$ cat src/rtl/limbus_sys_perf_sampler.sv
// Purpose: periodic sampler that snapshots NUM_SECTIONS hi/lo/event counter sections over a
//          simple read master and streams each snapshot as a framed word sequence.
// Latency: frame starts the cycle after a period tick; each read takes RD_LATENCY+1 cycles.
// Backpressure: stream words stall in place while smp_ready=0; ticks arriving while busy are
//          counted in missed_cnt (saturating) instead of starting a frame.
// Ports:
//   clk, reset            single clock, synchronous active-high reset
//   cfg_enable/period     periodic tick generator control; period 0 disables ticks
//   cfg_clear             issue a global counter reset write after each frame's reads
//   avm_*                 counter register master (single-cycle read/write strobes)
//   smp_*                 sample stream: valid/ready with sop on header, eop on status
//   busy, missed_cnt      frame-in-progress flag and dropped-tick counter
module limbus_sys_perf_sampler #(
  parameter int NUM_SECTIONS = 4,
  parameter int RD_LATENCY   = 1
) (
  input  logic        clk,
  input  logic        reset,
  input  logic        cfg_enable,
  input  logic [31:0] cfg_period,
  input  logic        cfg_clear,
  output logic [3:0]  avm_address,
  output logic        avm_read,
  output logic        avm_write,
  output logic        avm_begintransfer,
  output logic [31:0] avm_writedata,
  input  logic [31:0] avm_readdata,
  output logic [31:0] smp_data,
  output logic        smp_valid,
  input  logic        smp_ready,
  output logic        smp_sop,
  output logic        smp_eop,
  output logic        busy,
  output logic [15:0] missed_cnt
);

  typedef enum logic [3:0] {
    S_IDLE, S_HDR, S_RD_HI0, S_RD_LO, S_RD_HI1, S_RD_EV, S_EMIT, S_STAT, S_CLR
  } state_t;

  localparam logic [1:0] LAST_SEC  = 2'(NUM_SECTIONS - 1);
  localparam logic [2:0] LAT       = 3'(RD_LATENCY);
  localparam logic [1:0] MAX_RETRY = 2'd3;

  state_t      state, state_nxt;
  logic [1:0]  sec;
  logic [1:0]  retry;
  logic [1:0]  word_idx;
  logic        rd_pend;
  logic [2:0]  lat_cnt;
  logic [31:0] hi0_q, lo_q, hi1_q, ev_q;
  logic        tear_any;
  logic [31:0] hdr_word;
  logic [15:0] seq;

  logic [31:0] per_cnt;
  logic        prev_en;
  logic [31:0] prev_period;
  logic        run, reload, tick;

  logic        rd_state, rd_done, hi_mismatch;
  logic [7:0]  missed_sat8;

  // Period tick generator. Any enable rise or period change restarts the count so the
  // first tick after reconfiguration lands a full period later.
  assign run    = cfg_enable && (cfg_period != 32'd0);
  assign reload = (cfg_enable && !prev_en) || (cfg_period != prev_period);
  assign tick   = run && !reload && (per_cnt == cfg_period - 32'd1);

  always_ff @(posedge clk) begin
    if (reset) begin
      per_cnt     <= '0;
      prev_en     <= 1'b0;
      prev_period <= '0;
    end else begin
      prev_en     <= cfg_enable;
      prev_period <= cfg_period;
      if (!run || reload || tick) per_cnt <= '0;
      else                        per_cnt <= per_cnt + 32'd1;
    end
  end

  assign rd_state    = (state == S_RD_HI0) || (state == S_RD_LO) ||
                       (state == S_RD_HI1) || (state == S_RD_EV);
  // Read data is captured exactly RD_LATENCY cycles after the issue cycle.
  assign rd_done     = rd_pend && (lat_cnt == LAT);
  assign hi_mismatch = (avm_readdata != hi0_q);
  assign missed_sat8 = (missed_cnt > 16'd255) ? 8'hFF : missed_cnt[7:0];
  assign busy        = (state != S_IDLE);

  always_ff @(posedge clk) begin
    if (reset) state <= S_IDLE;
    else       state <= state_nxt;
  end

  always_comb begin
    state_nxt         = state;
    avm_address       = 4'd0;
    avm_read          = 1'b0;
    avm_write         = 1'b0;
    avm_begintransfer = 1'b0;
    avm_writedata     = 32'd0;
    smp_valid         = 1'b0;
    smp_data          = 32'd0;
    smp_sop           = 1'b0;
    smp_eop           = 1'b0;
    case (state)
      S_IDLE: if (tick) state_nxt = S_HDR;
      S_HDR: begin
        smp_valid = 1'b1;
        smp_sop   = 1'b1;
        smp_data  = hdr_word;
        if (smp_ready) state_nxt = S_RD_HI0;
      end
      S_RD_HI0: begin
        avm_address = {sec, 2'd1};
        avm_read    = !rd_pend;
        if (rd_done) state_nxt = S_RD_LO;
      end
      S_RD_LO: begin
        avm_address = {sec, 2'd0};
        avm_read    = !rd_pend;
        if (rd_done) state_nxt = S_RD_HI1;
      end
      S_RD_HI1: begin
        avm_address = {sec, 2'd1};
        avm_read    = !rd_pend;
        // A hi rollover between the two hi reads means lo may belong to either epoch.
        if (rd_done) state_nxt = (hi_mismatch && retry != MAX_RETRY) ? S_RD_HI0 : S_RD_EV;
      end
      S_RD_EV: begin
        avm_address = {sec, 2'd2};
        avm_read    = !rd_pend;
        if (rd_done) state_nxt = S_EMIT;
      end
      S_EMIT: begin
        smp_valid = 1'b1;
        case (word_idx)
          2'd0:    smp_data = lo_q;
          2'd1:    smp_data = hi1_q;
          default: smp_data = ev_q;
        endcase
        if (smp_ready && word_idx == 2'd2)
          state_nxt = (sec == LAST_SEC) ? S_STAT : S_RD_HI0;
      end
      S_STAT: begin
        smp_valid = 1'b1;
        smp_eop   = 1'b1;
        smp_data  = {tear_any, 31'd0};
        if (smp_ready) state_nxt = cfg_clear ? S_CLR : S_IDLE;
      end
      S_CLR: begin
        avm_write         = 1'b1;
        avm_begintransfer = 1'b1;
        avm_address       = 4'd0;
        avm_writedata     = 32'd1;
        state_nxt         = S_IDLE;
      end
      default: state_nxt = S_IDLE;
    endcase
  end

  always_ff @(posedge clk) begin
    if (reset) begin
      sec        <= '0;
      retry      <= '0;
      word_idx   <= '0;
      rd_pend    <= 1'b0;
      lat_cnt    <= '0;
      hi0_q      <= '0;
      lo_q       <= '0;
      hi1_q      <= '0;
      ev_q       <= '0;
      tear_any   <= 1'b0;
      hdr_word   <= '0;
      seq        <= '0;
      missed_cnt <= '0;
    end else begin
      if (tick && state != S_IDLE && missed_cnt != 16'hFFFF)
        missed_cnt <= missed_cnt + 16'd1;

      // Header is frozen at frame start so it stays stable under backpressure; its tear
      // bit is always 0 because tearing is only known after the reads.
      if (state == S_IDLE && tick) begin
        hdr_word <= {1'b0, missed_sat8, 7'd0, seq};
        tear_any <= 1'b0;
        sec      <= '0;
        retry    <= '0;
        word_idx <= '0;
      end

      if (rd_state) begin
        if (!rd_pend) begin
          rd_pend <= 1'b1;
          lat_cnt <= 3'd1;
        end else if (rd_done) begin
          rd_pend <= 1'b0;
        end else begin
          lat_cnt <= lat_cnt + 3'd1;
        end
      end

      if (rd_done) begin
        case (state)
          S_RD_HI0: hi0_q <= avm_readdata;
          S_RD_LO:  lo_q  <= avm_readdata;
          S_RD_HI1: begin
            hi1_q <= avm_readdata;
            if (hi_mismatch) begin
              if (retry == MAX_RETRY) tear_any <= 1'b1;
              else                    retry    <= retry + 2'd1;
            end
          end
          S_RD_EV:  ev_q  <= avm_readdata;
          default:  ;
        endcase
      end

      if (state == S_EMIT && smp_ready) begin
        if (word_idx == 2'd2) begin
          word_idx <= '0;
          retry    <= '0;
          sec      <= sec + 2'd1;
        end else begin
          word_idx <= word_idx + 2'd1;
        end
      end

      if (state == S_STAT && smp_ready) seq <= seq + 16'd1;
    end
  end

endmodule

$ cat config.mk
export PLATFORM = sky130hd
export DESIGN_NAME = limbus_sys_perf_sampler
export DESIGN_NICKNAME = d
export VERILOG_FILES = /design/src/rtl/limbus_sys_perf_sampler.sv
export SDC_FILE = /design/constraint.sdc
export NUM_CORES = 1
export LEC_CHECK = 0
export CORE_MARGIN = 5
export CORE_UTILIZATION = 45
export CTS_CLUSTER_SIZE = 24
export DETAILED_ROUTE_END_ITERATION = 7
export GPL_TIMING_DRIVEN = 0
export PLACE_DENSITY = 0.69
export SETUP_SLACK_MARGIN = 0.1
export SYNTH_ARGS = -nofsm -noshare
export SYNTH_HDL_FRONTEND = slang
export SYNTH_SLANG_ARGS = --single-unit
$ cat constraint.sdc
create_clock -name clk -period 4.2 [get_ports clk]
set_input_delay 0.84 -clock clk [delete_from_list [all_inputs] [get_ports clk]]
set_output_delay 0.84 -clock clk [all_outputs]
set_load 0.1 [all_outputs]
# ---- After elaboration in Yosys (flattened, before gate mapping)
# Cells that the tools add are included.
dict set report op_classes {
  mul 0
  n_eq_ne 27
  div 0
  addsub 8
  muxes 44
  n_shift 0
  n_reduce_logical 37
  bitwise_logic 0
  n_lt_le_gt_ge 1
}
# operator n
set op_table {}
lappend op_table {{$pmux 32 s3} 1}
lappend op_table {{$ne 32x32->1} 2}
lappend op_table {{$pmux 32 s2} 1}
lappend op_table {{$mux 4} 9}
lappend op_table {{$add 16x1->16 const B} 2}
lappend op_table {{$add 32x1->32 const B} 1}
lappend op_table {{$eq 32x32->1} 1}
lappend op_table {{$pmux 4 s8} 1}
lappend op_table {{$reduce_bool 32->1} 1}
lappend op_table {{$sub 32x1->32 const B} 1}
lappend op_table {{$mux 2} 13}
lappend op_table {{$ne 2x2->1 const B} 10}
lappend op_table {{$eq 4x3->1 const B} 4}
lappend op_table {{$gt 16x8->1 const B} 1}
lappend op_table {{$ne 16x16->1 const B} 1}
lappend op_table {{$mux 1} 13}
lappend op_table {{$logic_and 1x1->1} 12}
lappend op_table {{$mux 3} 4}
lappend op_table {{$pmux 4 s3} 1}
lappend op_table {{$reduce_and 2->1} 5}
lappend op_table {{$eq 4x2->1 const B} 2}
lappend op_table {{$mux 8} 1}
lappend op_table {{$reduce_and 8->1} 1}
lappend op_table {{$add 2x1->2 const B} 3}
lappend op_table {{other kinds (15)} 26}
dict set report word_totals {
  mem_count 0
  elab_cells 134
  regBits 264
  inputBits 69
  output_inout_bits 91
  latchBits 0
  rom_bits 0
  ram_bits 0
}

# ---- Longest topological paths before layout
dict set report logic_depth {
  depth_word 14
  mapped_depth 16
  depth_no_buf 11
}

# ---- Worst setup path before layout
# Ideal clock, no wire load.
dict set report synth_timing {
  path_type {reg-to-output}
  from {register state[3]}
  to {output avm_write}
  path_buffers 2
  arrival_ns 4.397
  path_stages_with_launch 5
  slack_ns -1.037
  path_cell_list {dfxtp_1 clkbuf_1 inv_1 nor4_1 buf_4}
}
dict set report synth_between {
  elab_chain_cells 2
}
# element line
set synth_lines {}
lappend synth_lines {{start: declaration} 45} ;# state_t state, state_nxt;
lappend synth_lines {{start signal: assignment} 93} ;# else state <= state_nxt;
lappend synth_lines {{$eq 4x4->1} -}
lappend synth_lines {{$mux 1} -}
lappend synth_lines {{end: declaration} 24} ;# output logic avm_write,
# No other way between the ends.

# ---- Final worst setup path
dict set report layout_timing {
  from {register state[0]}
  to {output busy}
}
dict set report layout_between {
  elab_chain_cells 1
}
# element line
set layout_lines {}
lappend layout_lines {{$reduce_bool 4->1} 89} ;# assign busy = (state != S_IDLE);
lappend layout_lines {{end: declaration} 33} ;# output logic busy,
# No other way between the ends.

==> impl_metrics.tcl <==
set metrics [dict create \
    die_h_um 180.6 \
    timing.final.crit_share_pct 95.81 \
    power_density_mw_per_mm2 340.7 \
    r2r_slack_ns 1.19 \
    arrival_ns 3.18 \
    critPathBufInv 3 \
    hold_path_end "lo_q[6]$_SDFFE_PP0P_" \
    power.leakage_nw 5.490 \
    holdPathStages 2 \
    n_antenna_cell 0 \
    rows 62 \
    finalHoldViolCount 0 \
    min_path_type "reg -> reg" \
    whs_ns 0.4528 \
    ant_nets 0 \
    grt_setup_unrepaired "yes" \
    final_util_pct 54.80 \
    place_hpwl_mm 28.63 \
    maxCapViolCount 0 \
    required_ns 3.36 \
    synthAdderAreaFrac_pct 0.7646 \
    cts_tree "yes" \
    synth_xor_area_share_pct 9.968 \
    worstSkewPairLatency_ns 0.54 \
    wl_per_cell_um 16.72 \
    io-pin-count 160 \
    cpPeakStageDelay_ns 1.05 \
    cp_max_fo 10 \
    route.detailed.drc 0 \
    root_buffer "clkbuf_16" \
    drt_iter0_markers 901 \
    dr.pass1.iters 5 \
    hp-start "lo_q[6]$_SDFFE_PP0P_" \
    initial_core_util_pct 45.61 \
    muxShareOfSynthArea_pct 4.071 \
    vias 12050 \
    ys_warn_count 0 \
    relSlewSlack_pct 32.52 \
    grt-ovfl-total 0 \
    synth_compound_area_share_pct 11.96 \
    finalSetupTns_ns 0 \
    final_area_mm2 0.01573 \
    timing.rr.start "per_cnt[5]$_SDFF_PP0_" \
    ys_seq_area_share_pct 40.37 \
    clock_path_buffers 3 \
    cp_cell_sequence "clkbuf_1 -> nor4_1 -> inv_1 -> clkdlybuf4s50_1" \
    fin_crit_ns 4.024 \
    cp_slowest_cell "clkdlybuf4s50_1" \
    yosysUniqueCellTypes 63 \
    cts_made_buffers 28 \
    portBuffers 111 \
    grt_pass1_wl_mm 60.49 \
    synth_seq_cells 264 \
    cp_top_family "buffers and inverters" \
    cp-start-kind "flop" \
    die_w_um 180.6 \
    synth_top_family_by_area "simple AND/OR/NAND/NOR gates" \
    dieArea_mm2 0.03260 \
    synth_enable_flop_cells 0 \
    via_per_inst 5.373 \
    slew_violations 0 \
    reg2reg_to "hdr_word[8]$_SDFFE_PP0P_" \
    yosys_most_used_dff "dfxtp_1" \
    skew_ns 0.009570 \
    grt_max_degree 14 \
    setup_viol 0 \
    syn_area_per_cell_um2 7.853 \
    syn_area_mm2 0.01309 \
    clkSinkCount 264 \
    async_flop_share_pct 0 \
    first_global_vias 11550 \
    critPathKind "reg -> out" \
    max_clock_freq_mhz 248.5 \
    syn_inst 1667 \
    synth_simple_gate_area_share_pct 26.77 \
    drive_gt1_share_pct 7.966 \
    place.gp.congestion 0.9107 \
    power_mw 5.359 \
    nets 1918 \
    layout-area-overhead-vs-synth_pct 20.16 \
    cts_max_level 1 \
    clk_pin_slew_ns 0.06 \
    placed_area_mm2 0.01481 \
    worstSetupEndpointType "output pin" \
    antenna_found_initial 0 \
    tightest_slew_ns 1.009 \
    run_status "finished clean" \
    core_mm2 0.02870 \
    grt_use_total_pct 22.16 \
    peakVddDrop_v 0.0002637 \
    drt_wl_total_mm 37.49 \
    r2r_cells 11 \
]
per-stage QoR:
step                      std cells  worst slack, ns
after CTS                      2240           0.1104
after global routing           2242          0.04883
final                          2242           0.1759
after detailed placement       2193          -0.5922
after floorplan                1697           0.1247
after global placement         2192          -0.7334
cells by family after synthesis:
kind of cell | after synthesis
muxes | 53
buffers and inverters | 164
xor gates and xnor gates | 149
AOI/OAI and AO/OA | 287
adders and majority gates | 8
other | 1
and+or+nand+nor | 741
DFF | 264
worst max-delay path by stage:
stage | startpoint | end | slack, ns | depth (start not counted)
after floorplan | state[3]$_SDFFE_PP0P_ | smp_data[10] | 0.12 | 5
after global placement | cfg_period[1] | sec[0]$_SDFF_PP0_ | -0.73 | 13
after detailed placement | cfg_period[1] | sec[0]$_SDFF_PP0_ | -0.59 | 13
after CTS | state[2]$_SDFFE_PP0P_ | avm_address[0] | 0.11 | 5
after global routing | state[0]$_SDFFE_PP0P_ | busy | 0.05 | 4
final | state[0]$_SDFFE_PP0P_ | busy | 0.18 | 4
sequential cells by signal, indices dropped and copies added (netlist names), 2 cells and up:
signal       count
retry            2
lo_q            32
lat_cnt          3
sec              2
word_idx         2
hdr_word        24
seq             16
per_cnt         32
prev_period     32
ev_q            32
state            4
missed_cnt      16
hi0_q           32
hi1_q           32
what timing repair did:
action	in CTS	in global routing
setup buffers	0	2
setup endpoints to repair	83	93
pin swaps	1	1
hold buffers	0	0
hold endpoints to repair	0	0
gates resized for setup	82	45
report_power, final:
part	leakage [nW]	internal (mW)	switching [mW]
sequential	2.13	2.52	0.00654
clock	0.427	1.41	0.982
combinational	2.93	0.135	0.305
metal layers:
layer	global-route usage, %	vias to the layer above	wire length, um
li1	-	5957	-
met1	30.01	5538	16430
met2	36.79	476	17460
met3	3.008	76	2389
met4	7.078	0	1201
met5	0	-	0
worst reg2reg max path, stage by stage, from the launching register on:
cell	delay (ns)
dfxtp_1	0.30
clkbuf_1	0.36
nor4b_1	0.14
a311oi_1	0.33
a22oi_1	0.19
a2111o_1	0.53
nor3_2	0.30
and3_1	0.21
buf_6	0.15
buf_12	0.15
mux2i_1	0.20
nor2_1	0.05
synth_stat cells, types with 3 or more instances:
cell type | count | area, um2
nor2_1 | 123 | 461.7
or4_1 | 7 | 52.55
nor4b_1 | 5 | 43.79
buf_2 | 4 | 20.02
or3_1 | 26 | 162.7
nand2_1 | 329 | 1235
a31oi_1 | 4 | 25.02
inv_1 | 13 | 48.80
clkbuf_1 | 102 | 382.9
ha_1 | 8 | 100.1
and4_1 | 4 | 35.03
buf_4 | 34 | 255.2
o21ai_1 | 8 | 40.04
and2_1 | 6 | 37.54
buf_1 | 6 | 22.52
nor3_1 | 34 | 170.2
or2_2 | 4 | 25.02
xor2_1 | 94 | 823.3
nand3_1 | 43 | 215.2
nor3b_1 | 3 | 22.52
a21oi_1 | 195 | 975.9
mux2i_1 | 51 | 510.5
nor2b_1 | 34 | 212.7
nand3b_1 | 5 | 37.54
nand4_1 | 25 | 156.4
o211ai_1 | 4 | 30.03
nand2b_1 | 5 | 31.28
dfxtp_1 | 264 | 5285
and3_1 | 24 | 150.1
or4_4 | 3 | 33.78
o21ai_0 | 52 | 260.3
buf_6 | 4 | 45.04
nor4_1 | 53 | 331.6
xnor2_1 | 55 | 481.7
layout make-up:
class	count	area, um2
inverter	13	48.80
sequential	264	5285
timing repair buffer	114	1106
fill	2679	12970
multi-input combinational	1269	7174
clock inverter	10	107.6
buffer	151	752.0
clock buffer	37	775.7
tap	384	480.5
placed cells by master, fill, tap and decap left out, drive strengths merged, types with 6 or more instances in the layout:
| cell | count |
|---|---|
| xor2 | 94 |
| clkbuf | 150 |
| inv | 13 |
| nor4 | 54 |
| nor2 | 123 |
| clkdlybuf4s15 | 16 |
| and2 | 6 |
| buf | 54 |
| mux2i | 51 |
| a21oi | 195 |
| nand2 | 329 |
| and3 | 24 |
| or3 | 26 |
| o21ai | 60 |
| nor3 | 36 |
| clkdlybuf4s50 | 67 |
| xnor2 | 55 |
| dlymetal6s2s | 10 |
| ha | 8 |
| nand4 | 25 |
| nor2b | 34 |
| or4 | 10 |
| dfxtp | 264 |
| nand3 | 44 |
| conb | 31 |
(Power assumes the default switching activity.)
